`config.mk`:
```
export PLATFORM = sky130hd
export DESIGN_NAME = ram_req_master
export DESIGN_NICKNAME = d
export VERILOG_FILES = /design/src/rtl/ram_req_pkg.sv /design/src/rtl/ram_rsp_fifo2.sv /design/src/rtl/ram_req_master.sv
export SDC_FILE = /design/constraint.sdc
export NUM_CORES = 1
export LEC_CHECK = 0
export CORE_UTILIZATION = 40
export DETAILED_ROUTE_END_ITERATION = 10
export GPL_ROUTABILITY_DRIVEN = 0
export PLACE_DENSITY = 0.78
export SLEW_MARGIN = 20
export SYNTH_ARGS = -nofsm -noshare
export SYNTH_HDL_FRONTEND = slang
export SYNTH_SLANG_ARGS = --single-unit
```
`constraint.sdc`:
```
create_clock -name clk -period 3.4 [get_ports clk]
set_input_delay 0.68 -clock clk [delete_from_list [all_inputs] [get_ports clk]]
set_output_delay 0.68 -clock clk [all_outputs]
set_load 0.01 [all_outputs]
```
`src/rtl/ram_req_pkg.sv`:
```
// Shared types and constants for the RAM request master.
package ram_req_pkg;

  typedef enum logic {
    INIT,
    RUN
  } state_t;

  localparam int RSP_FIFO_DEPTH = 2;

  // Number of RAM words for a given address width.
  function automatic int mem_depth(input int addr_w);
    return 1 << addr_w;
  endfunction

endpackage

```
`src/rtl/ram_rsp_fifo2.sv`:
```
// Two-entry response FIFO: head entry drives the read-data output and
// holds steady until popped.
module ram_rsp_fifo2
  import ram_req_pkg::*;
#(
  parameter int DATA_WIDTH = 8
) (
  input  logic                  clk,
  input  logic                  rst_n,
  input  logic                  push,
  input  logic [DATA_WIDTH-1:0] push_data,
  input  logic                  pop,
  output logic [DATA_WIDTH-1:0] head_data,
  output logic [1:0]            count
);

  logic [DATA_WIDTH-1:0] mem [RSP_FIFO_DEPTH];
  logic                  wr_ptr;
  logic                  rd_ptr;

  // Storage, pointers and occupancy; push+pop together keep count unchanged.
  always_ff @(posedge clk or negedge rst_n) begin
    if (!rst_n) begin
      for (int i = 0; i < RSP_FIFO_DEPTH; i++) mem[i] <= '0;
      wr_ptr <= 1'b0;
      rd_ptr <= 1'b0;
      count  <= 2'd0;
    end else begin
      if (push) begin
        mem[wr_ptr] <= push_data;
        wr_ptr      <= ~wr_ptr;
      end
      if (pop) rd_ptr <= ~rd_ptr;
      case ({push, pop})
        2'b10:   count <= count + 2'd1;
        2'b01:   count <= count - 2'd1;
        default: count <= count;
      endcase
    end
  end

  assign head_data = mem[rd_ptr];

endmodule

```
`src/rtl/ram_req_master.sv`:
```
// Valid/ready request front end for a single-port synchronous RAM.
// Reads are absorbed through a 1-cycle RAM latency into a 2-entry
// response FIFO. Define RAM_INIT_CLEAR_EN to zero-fill the RAM after reset.
module ram_req_master
  import ram_req_pkg::*;
#(
  parameter int DATA_WIDTH = 8,
  parameter int ADDR_WIDTH = 4
) (
  input  logic                  clk,
  input  logic                  rst_n,
  input  logic                  req_valid,
  output logic                  req_ready,
  input  logic                  req_we,
  input  logic [ADDR_WIDTH-1:0] req_addr,
  input  logic [DATA_WIDTH-1:0] req_wdata,
  output logic                  rsp_valid,
  input  logic                  rsp_ready,
  output logic [DATA_WIDTH-1:0] rsp_rdata,
  output logic                  init_busy,
  output logic                  ram_we,
  output logic                  ram_re,
  output logic [ADDR_WIDTH-1:0] ram_addr,
  output logic [DATA_WIDTH-1:0] ram_din,
  input  logic [DATA_WIDTH-1:0] ram_dout
);

  logic                  in_init;
  logic [ADDR_WIDTH-1:0] init_cnt;
  logic                  rd_pending;
  logic                  fifo_push;
  logic                  fifo_pop;
  logic [1:0]            fifo_count;
  logic [2:0]            occ;

`ifdef RAM_INIT_CLEAR_EN
  localparam logic [ADDR_WIDTH-1:0] LAST_ADDR = ADDR_WIDTH'(mem_depth(ADDR_WIDTH) - 1);

  state_t state;
  state_t state_nxt;

  // State register and fill counter; fill restarts at address 0 on every reset.
  always_ff @(posedge clk or negedge rst_n) begin
    if (!rst_n) begin
      state    <= INIT;
      init_cnt <= '0;
    end else begin
      state <= state_nxt;
      if (state == INIT) init_cnt <= init_cnt + 1'b1;
    end
  end

  // Leave INIT once the last address has been written.
  always_comb begin
    state_nxt = state;
    if (state == INIT && init_cnt == LAST_ADDR) state_nxt = RUN;
  end

  assign in_init   = (state == INIT);
  assign init_busy = in_init;
`else
  assign in_init   = 1'b0;
  assign init_cnt  = '0;
  assign init_busy = 1'b0;
`endif

  // Slots already claimed for the response path, crediting this cycle's pop
  // so a draining consumer lets a new read in on the same cycle.
  assign fifo_pop  = rsp_valid & rsp_ready;
  assign fifo_push = rd_pending;
  assign occ       = {1'b0, fifo_count} + {2'b00, rd_pending} - {2'b00, fifo_pop};

  // RAM port steering: zero-fill during INIT, otherwise pass requests through.
  always_comb begin
    req_ready = 1'b0;
    ram_we    = 1'b0;
    ram_re    = 1'b0;
    ram_addr  = req_addr;
    ram_din   = req_wdata;
    if (in_init) begin
      ram_we   = 1'b1;
      ram_addr = init_cnt;
      ram_din  = '0;
    end else begin
      req_ready = req_we ? 1'b1 : (occ < 3'd2);
      ram_we    = req_valid & req_ready & req_we;
      ram_re    = req_valid & req_ready & ~req_we;
    end
  end

  // Marks the cycle in which ram_dout carries the data of an accepted read.
  always_ff @(posedge clk or negedge rst_n) begin
    if (!rst_n) rd_pending <= 1'b0;
    else        rd_pending <= ram_re;
  end

  ram_rsp_fifo2 #(
    .DATA_WIDTH(DATA_WIDTH)
  ) u_fifo (
    .clk      (clk),
    .rst_n    (rst_n),
    .push     (fifo_push),
    .push_data(ram_dout),
    .pop      (fifo_pop),
    .head_data(rsp_rdata),
    .count    (fifo_count)
  );

  assign rsp_valid = (fifo_count != 2'd0);

endmodule

```
# [Yosys cells after proc, flatten, opt, wreduce, memory -nomap -nowiden]
# Cells that the tools add are included.
[totals] ff_bits=21 latch_bits=0 ram_bits=0 romBits=0 out_inout_bits=25 mem_count=0
[op_classes] addsub=4 n_mul=0 n_div=0 n_lt_le_gt_ge=4 eq_ne=2 shift=0 mux=8 bitwise=9 n_reduce_logical=3
[op_table] op="two-way mux 8 bit" count=4
[op_table] op="bitwise mux 16 bit" count=1
[op_table] op="demux 8 bit (select 1 bit)" count=1
[op_table] op="AND 1 bit" count=4
[op_table] op="greater-or-equal comparator 2 bit (second input constant)" count=2
[op_table] op="inverter 1 -> 2 bit" count=2
[op_table] op="one-hot mux 2 bit (2 select lines)" count=1
[op_table] op="nonzero test 2 bit" count=2
[op_table] op="adder 2 x 1 -> 3 bit" count=1
[op_table] op="< comparator 3 x 2 -> 1 bit (second input constant)" count=1
[op_table] op="inverter 1 bit" count=3
[op_table] op="subtractor 3 x 1 -> 3 bit" count=1
[op_table] op="adder 2 x 1 -> 2 bit (second input constant)" count=1
[op_table] op="equality test 2 x 1 -> 1 bit (second input constant)" count=1
[op_table] op="equality test 2 bit (second input constant)" count=1
[op_table] op="< comparator 2 x 1 -> 1 bit (second input constant)" count=1
[op_table] op="subtractor 2 x 1 -> 2 bit (second input constant)" count=1
[op_table] op="logical AND 1 bit" count=1
[op_table] op="two-way mux 1 bit" count=1

# [Longest topological paths before layout]
[logic_depth] word_depth=7 ltp_mapped=8 mapped_depth_nobuf=8

# [Cells and area by module]
# Synthesis repeated with hierarchy kept, for this count alone.
[hier_totals] hier_cells=82 area_unflattened_um2=1083.5
[by_module_without_submodules] module="ram_rsp_fifo2" n_inst=1 cells_per_inst=55 area_per_inst_um2=857.1
[by_module_without_submodules] module="ram_req_master" n_inst=1 cells_per_inst=27 area_per_inst_um2=226.5

# [Worst setup path after synthesis]
# No wires, ideal clock.
[synth_path] path_kind="reg-to-output" startpoint="register u_fifo.count[1]" endpoint="output port ram_re" t_arrival_ns=2.350 t_required_ns=2.720 slack_ns=0.370 path_stages_with_launch=9 n_path_buf=0 path_cell_list="dfrtp_1 -> or2_1 -> and2_1 -> ha_1 -> or2b_1 -> fa_1 -> xnor2_1 -> nand2_1 -> nor3b_1"
[synth_between] elab_chain_len=7
[synth_rtl] item="start: declaration" line="ram_rsp_fifo2.sv:14" rtl="output logic [1:0] count"
[synth_rtl] item="start signal: assignment" line="ram_rsp_fifo2.sv:35" rtl="2'b10: count <= count + 2'd1;"
[synth_rtl] item="start signal: assignment" line="ram_rsp_fifo2.sv:36" rtl="2'b01: count <= count - 2'd1;"
[synth_rtl] item="start signal: assignment" line="ram_rsp_fifo2.sv:37" rtl="default: count <= count;"
[synth_rtl] item="nonzero test 2 bit" line="ram_req_master.sv:109" rtl="assign rsp_valid = (fifo_count != 2'd0);"
[synth_rtl] item="named net rsp_valid" line="ram_req_master.sv:17" rtl="output logic rsp_valid,"
[synth_rtl] item="AND 1 bit" line="ram_req_master.sv:69" rtl="assign fifo_pop = rsp_valid & rsp_ready;"
[synth_rtl] item="named net fifo_pop" line="ram_req_master.sv:32" rtl="logic fifo_pop;"
[synth_rtl] item="subtractor 3 x 1 -> 3 bit" line="ram_req_master.sv:71" rtl="assign occ = {1'b0, fifo_count} + {2'b00, rd_pending} - {2'b00, fifo_pop};"
[synth_rtl] item="< comparator 3 x 2 -> 1 bit" line="ram_req_master.sv:85" rtl="req_ready = req_we ? 1'b1 : (occ < 3'd2);"
[synth_rtl] item="two-way mux 1 bit" line="ram_req_master.sv:85"
[synth_rtl] item="AND 1 bit (2 in a row)" line="ram_req_master.sv:87" rtl="ram_re = req_valid & req_ready & ~req_we;"
[synth_rtl] item="end: declaration" line="ram_req_master.sv:22" rtl="output logic ram_re,"
# The timed path passes the listed nets, and every way through them passes these cells.

# [Final worst setup path]
[layout_path] startpoint="register u_fifo.count[0]" endpoint="output port ram_re"
[layout_between] elab_chain_len=7
[layout_rtl] item="nonzero test 2 bit" line="ram_req_master.sv:109"
[layout_rtl] item="AND 1 bit" line="ram_req_master.sv:69"
[layout_rtl] item="named net fifo_pop" line="ram_req_master.sv:32"
[layout_rtl] item="subtractor 3 x 1 -> 3 bit" line="ram_req_master.sv:71"
[layout_rtl] item="< comparator 3 x 2 -> 1 bit" line="ram_req_master.sv:85"
[layout_rtl] item="two-way mux 1 bit" line="ram_req_master.sv:85"
[layout_rtl] item="AND 1 bit (2 in a row)" line="ram_req_master.sv:87"
# The timed path passes the listed nets, and every way through them passes these cells.

==> results.py <==
metrics = {
    "yosys": {
        "synth.top_cell.area_share_pct": 49.0,
        "ys_ff_latch": 21,
        "synth_cell_types": 20,
        "yosys.area.top_type": "dfrtp_1",
        "ys_seq_area_share_pct": 49.0,
        "synth_area_leaders": "dfrtp_1 49%, mux2_2 25%, buf_4 9.1%, xnor2_1 2.5%, xor2_1 2.5%",
        "post_synth.cell_area_avg_um2": 13.2,
        "synth_nets": 109,
        "syn-cell-area_um2": 1070,
        "netlist_instances": 81,
        "yosys_warnings": 0,
    },
    "cells_and_area": {
        "mostFrequentLayoutCells": "24 x mux2_2, 21 x dfrtp_1, 21 x clkdlybuf4s50_1, 6 x buf_4",
        "multi_input_area_um2": 469,
        "area_delta_synth_final_pct": 25.8,
        "insertedDiodeCount": 0,
        "register_area_um2": 526,
        "drive_above_1_share_pct": 43.6,
        "final_area_um2": 1350,
        "fillers": 215,
        "finish.utilization_pct": 54.0,
        "fin_nets": 130,
        "layout_commonest_cell": "mux2_2",
    },
    "detailed_routing": {
        "drt_iter0_drc": 6,
        "vias_per_cell": 4.82,
        "wire_per_inst_um": 14.9,
        "drt_wl_total_um": 1950,
        "dr.pass1.iters": 2,
        "dr_total_vias": 631,
        "remaining_drc_errors": 0,
        "ant_nets": 0,
    },
    "clock_tree": {
        "numCtsBuffers": 3,
        "clk_pin_slew_ns": 0.12,
        "root_buffer": "clkbuf_4",
        "clk_path_buf_depth": 2,
        "h-tree-depth": 1,
        "clk-insertion-delay-late_ns": 0.30,
        "hold_buffers": 0,
        "cts_tree": "done",
        "cts_sinks": 21,
    },
    "run_status": {
        "outcome": "finished, final reports clean",
    },
    "floorplan": {
        "ios": 50,
        "rows": 18,
        "core_area_um2": 2500,
        "die_area_um2": 2890,
        "die_h_um": 53.8,
        "start_util_pct": 42.9,
        "die_w_um": 53.8,
    },
    "critical_path": {
        "start_kind": "flop",
        "end_kind": "output port",
        "cp.arrival_ns": 2.59,
        "startpoint": "u_fifo.count[0]$_DFFE_PN0P_",
        "r2r_slack_ns": 1.09,
        "crit_fanout": 2,
        "crit_type": "reg2out",
        "r2r-start": "u_fifo.count[0]$_DFFE_PN0P_",
        "required_ns": 2.72,
    },
    "pwr": {
        "clkPwrFrac_pct": 9.4,
        "intPower_mw": 0.857,
        "powerDensity_nw_per_um2": 942,
        "ir_drop_mv": 0.530,
        "seqPwrFrac_pct": 36.4,
        "power.leakage_nw": 0.583,
        "swShare_pct": 32.6,
        "p_comb_share_pct": 54.2,
        "power.switching_mw": 0.414,
    },
    "placement": {
        "pre_cts_slack_ns": -0.455,
        "dpl-instance-area_um2": 1280,
        "io_buffers": 24,
        "dpl.hpwl_um": 1370,
    },
    "timing": {
        "fin_ws_ns": 0.130,
        "worst_pin_slew_ns": 0.908,
        "slew_violations": 0,
        "finalSetupTns_ns": 0,
        "max_freq_mhz": 306,
        "finalSetupViolCount": 0,
        "fin_crit_ns": 3.27,
        "relSlewSlack_pct": 39.2,
        "worst_clock_skew_ns": 0.00383,
        "fin_crit_sh_pct": 96.2,
        "final_hold_viol_count": 0,
    },
    "global_routing": {
        "grt.total_usage_pct": 14.6,
        "grt_pass1_wl_um": 2880,
        "overflow": 0,
        "grt_max_degree": 22,
        "antenna_found_initial": 0,
        "first_global_vias": 671,
    },
    "flow_run": {
        "cap_violations": 0,
    },
    "hold_path": {
        "hold_path.class": "reg2reg",
        "min_from": "u_fifo.mem[0]$_DFFE_PN0P_",
    },
}
[layer usage]
layer | global-route usage [%] | vias to the layer above | share of wire (%)
li1 | - | 295 | -
met1 | 15.5 | 304 | 42
met2 | 26.1 | 30 | 48
met3 | 6.21 | 2 | 9.8
met4 | 3.51 | 0 | 0.10
met5 | 0 | - | 0
[cell type report]
cell class / count / share of cell area [%]
multi-input cells: 44 / 34.8
clock buffers: 3 / 1.67
flip-flops and latches: 21 / 39.0
clock inverters: 1 / 0.371
repair buffers: 30 / 20.9
well taps: 30 / 2.78
inverters: 2 / 0.557
[registers in the layout, indices dropped and copies added (netlist names)]
name / count
u_fifo.count: 2
u_fifo.rd_ptr: 1
fifo_push: 1
u_fifo.mem: 16
u_fifo.wr_ptr: 1
[through the flow]
step | hold slack (ns) | power (mW) | instances
CTS | 0.519 | 1.22 | 129
floorplan | 0.384 | 0.836 | 81
detailed placement | 0.490 | 1.11 | 125
global placement | 0.481 | 1.07 | 125
global route | 0.533 | 1.37 | 131
finish | 0.516 | 1.27 | 131
[worst max-delay path: stages (launching register included)]
cell,delay (ns)
dfrtp_1,0.40
or2_1,0.25
and2_4,0.16
ha_4,0.20
or2b_1,0.24
fa_2,0.41
xnor2_2,0.17
nand2_2,0.08
nor3b_2,0.21
buf_2,0.16
[kinds of logic (layout without fill, tap and decap cells)]
kind of cell	Yosys count	in the layout	synth area share [%]
buffers and inverters	16	36	10.3
flip-flops	21	21	49.0
XOR/XNOR	6	6	4.90
other	1	1	0.350
multiplexers	24	24	25.2
adder cells (fa/ha/maj)	3	3	4.20
AND/OR/NAND/NOR	10	10	6.07
[synthesized netlist by cell type (all sizes together)]
master	number
and2	2
or2	1
or2b	1
fa	1
xor2	3
xnor2	3
conb	1
inv	2
ha	2
nand2	2
buf	14
mux2	24
nor3b	1
dfrtp	21
nand2b	1
nor2	2
[worst paths after layout]
check	cells after the start	end
setup / recovery	9	ram_re
hold / removal	1	u_fifo.mem[0]$_DFFE_PN0P_
setup reg to reg	9	fifo_push$_DFF_PN0_
hold reg to reg	1	u_fifo.mem[0]$_DFFE_PN0P_
max in group asynchronous	1	u_fifo.mem[13]$_DFFE_PN0P_
min in group asynchronous	1	u_fifo.mem[6]$_DFFE_PN0P_
[power by group through the flow]
stage,logic (mW),clock network (mW),registers [mW]
floorplan,0.399,0,0.438
global placement,0.616,0,0.459
detailed placement,0.635,0,0.471
CTS,0.632,0.125,0.465
global route,0.751,0.137,0.484
finish,0.689,0.119,0.463
[what timing repair did]
| item | 4_1_cts | 5_1_grt |
|---|---|---|
| endpoints found under the hold margin | 0 | 0 |
| pin swaps | 0 | 7 |
| setup endpoints to repair | 2 | 2 |
| resized for setup | 6 | 6 |
| setup buffers | 0 | 2 |
Power figures use the tool's default switching activity.
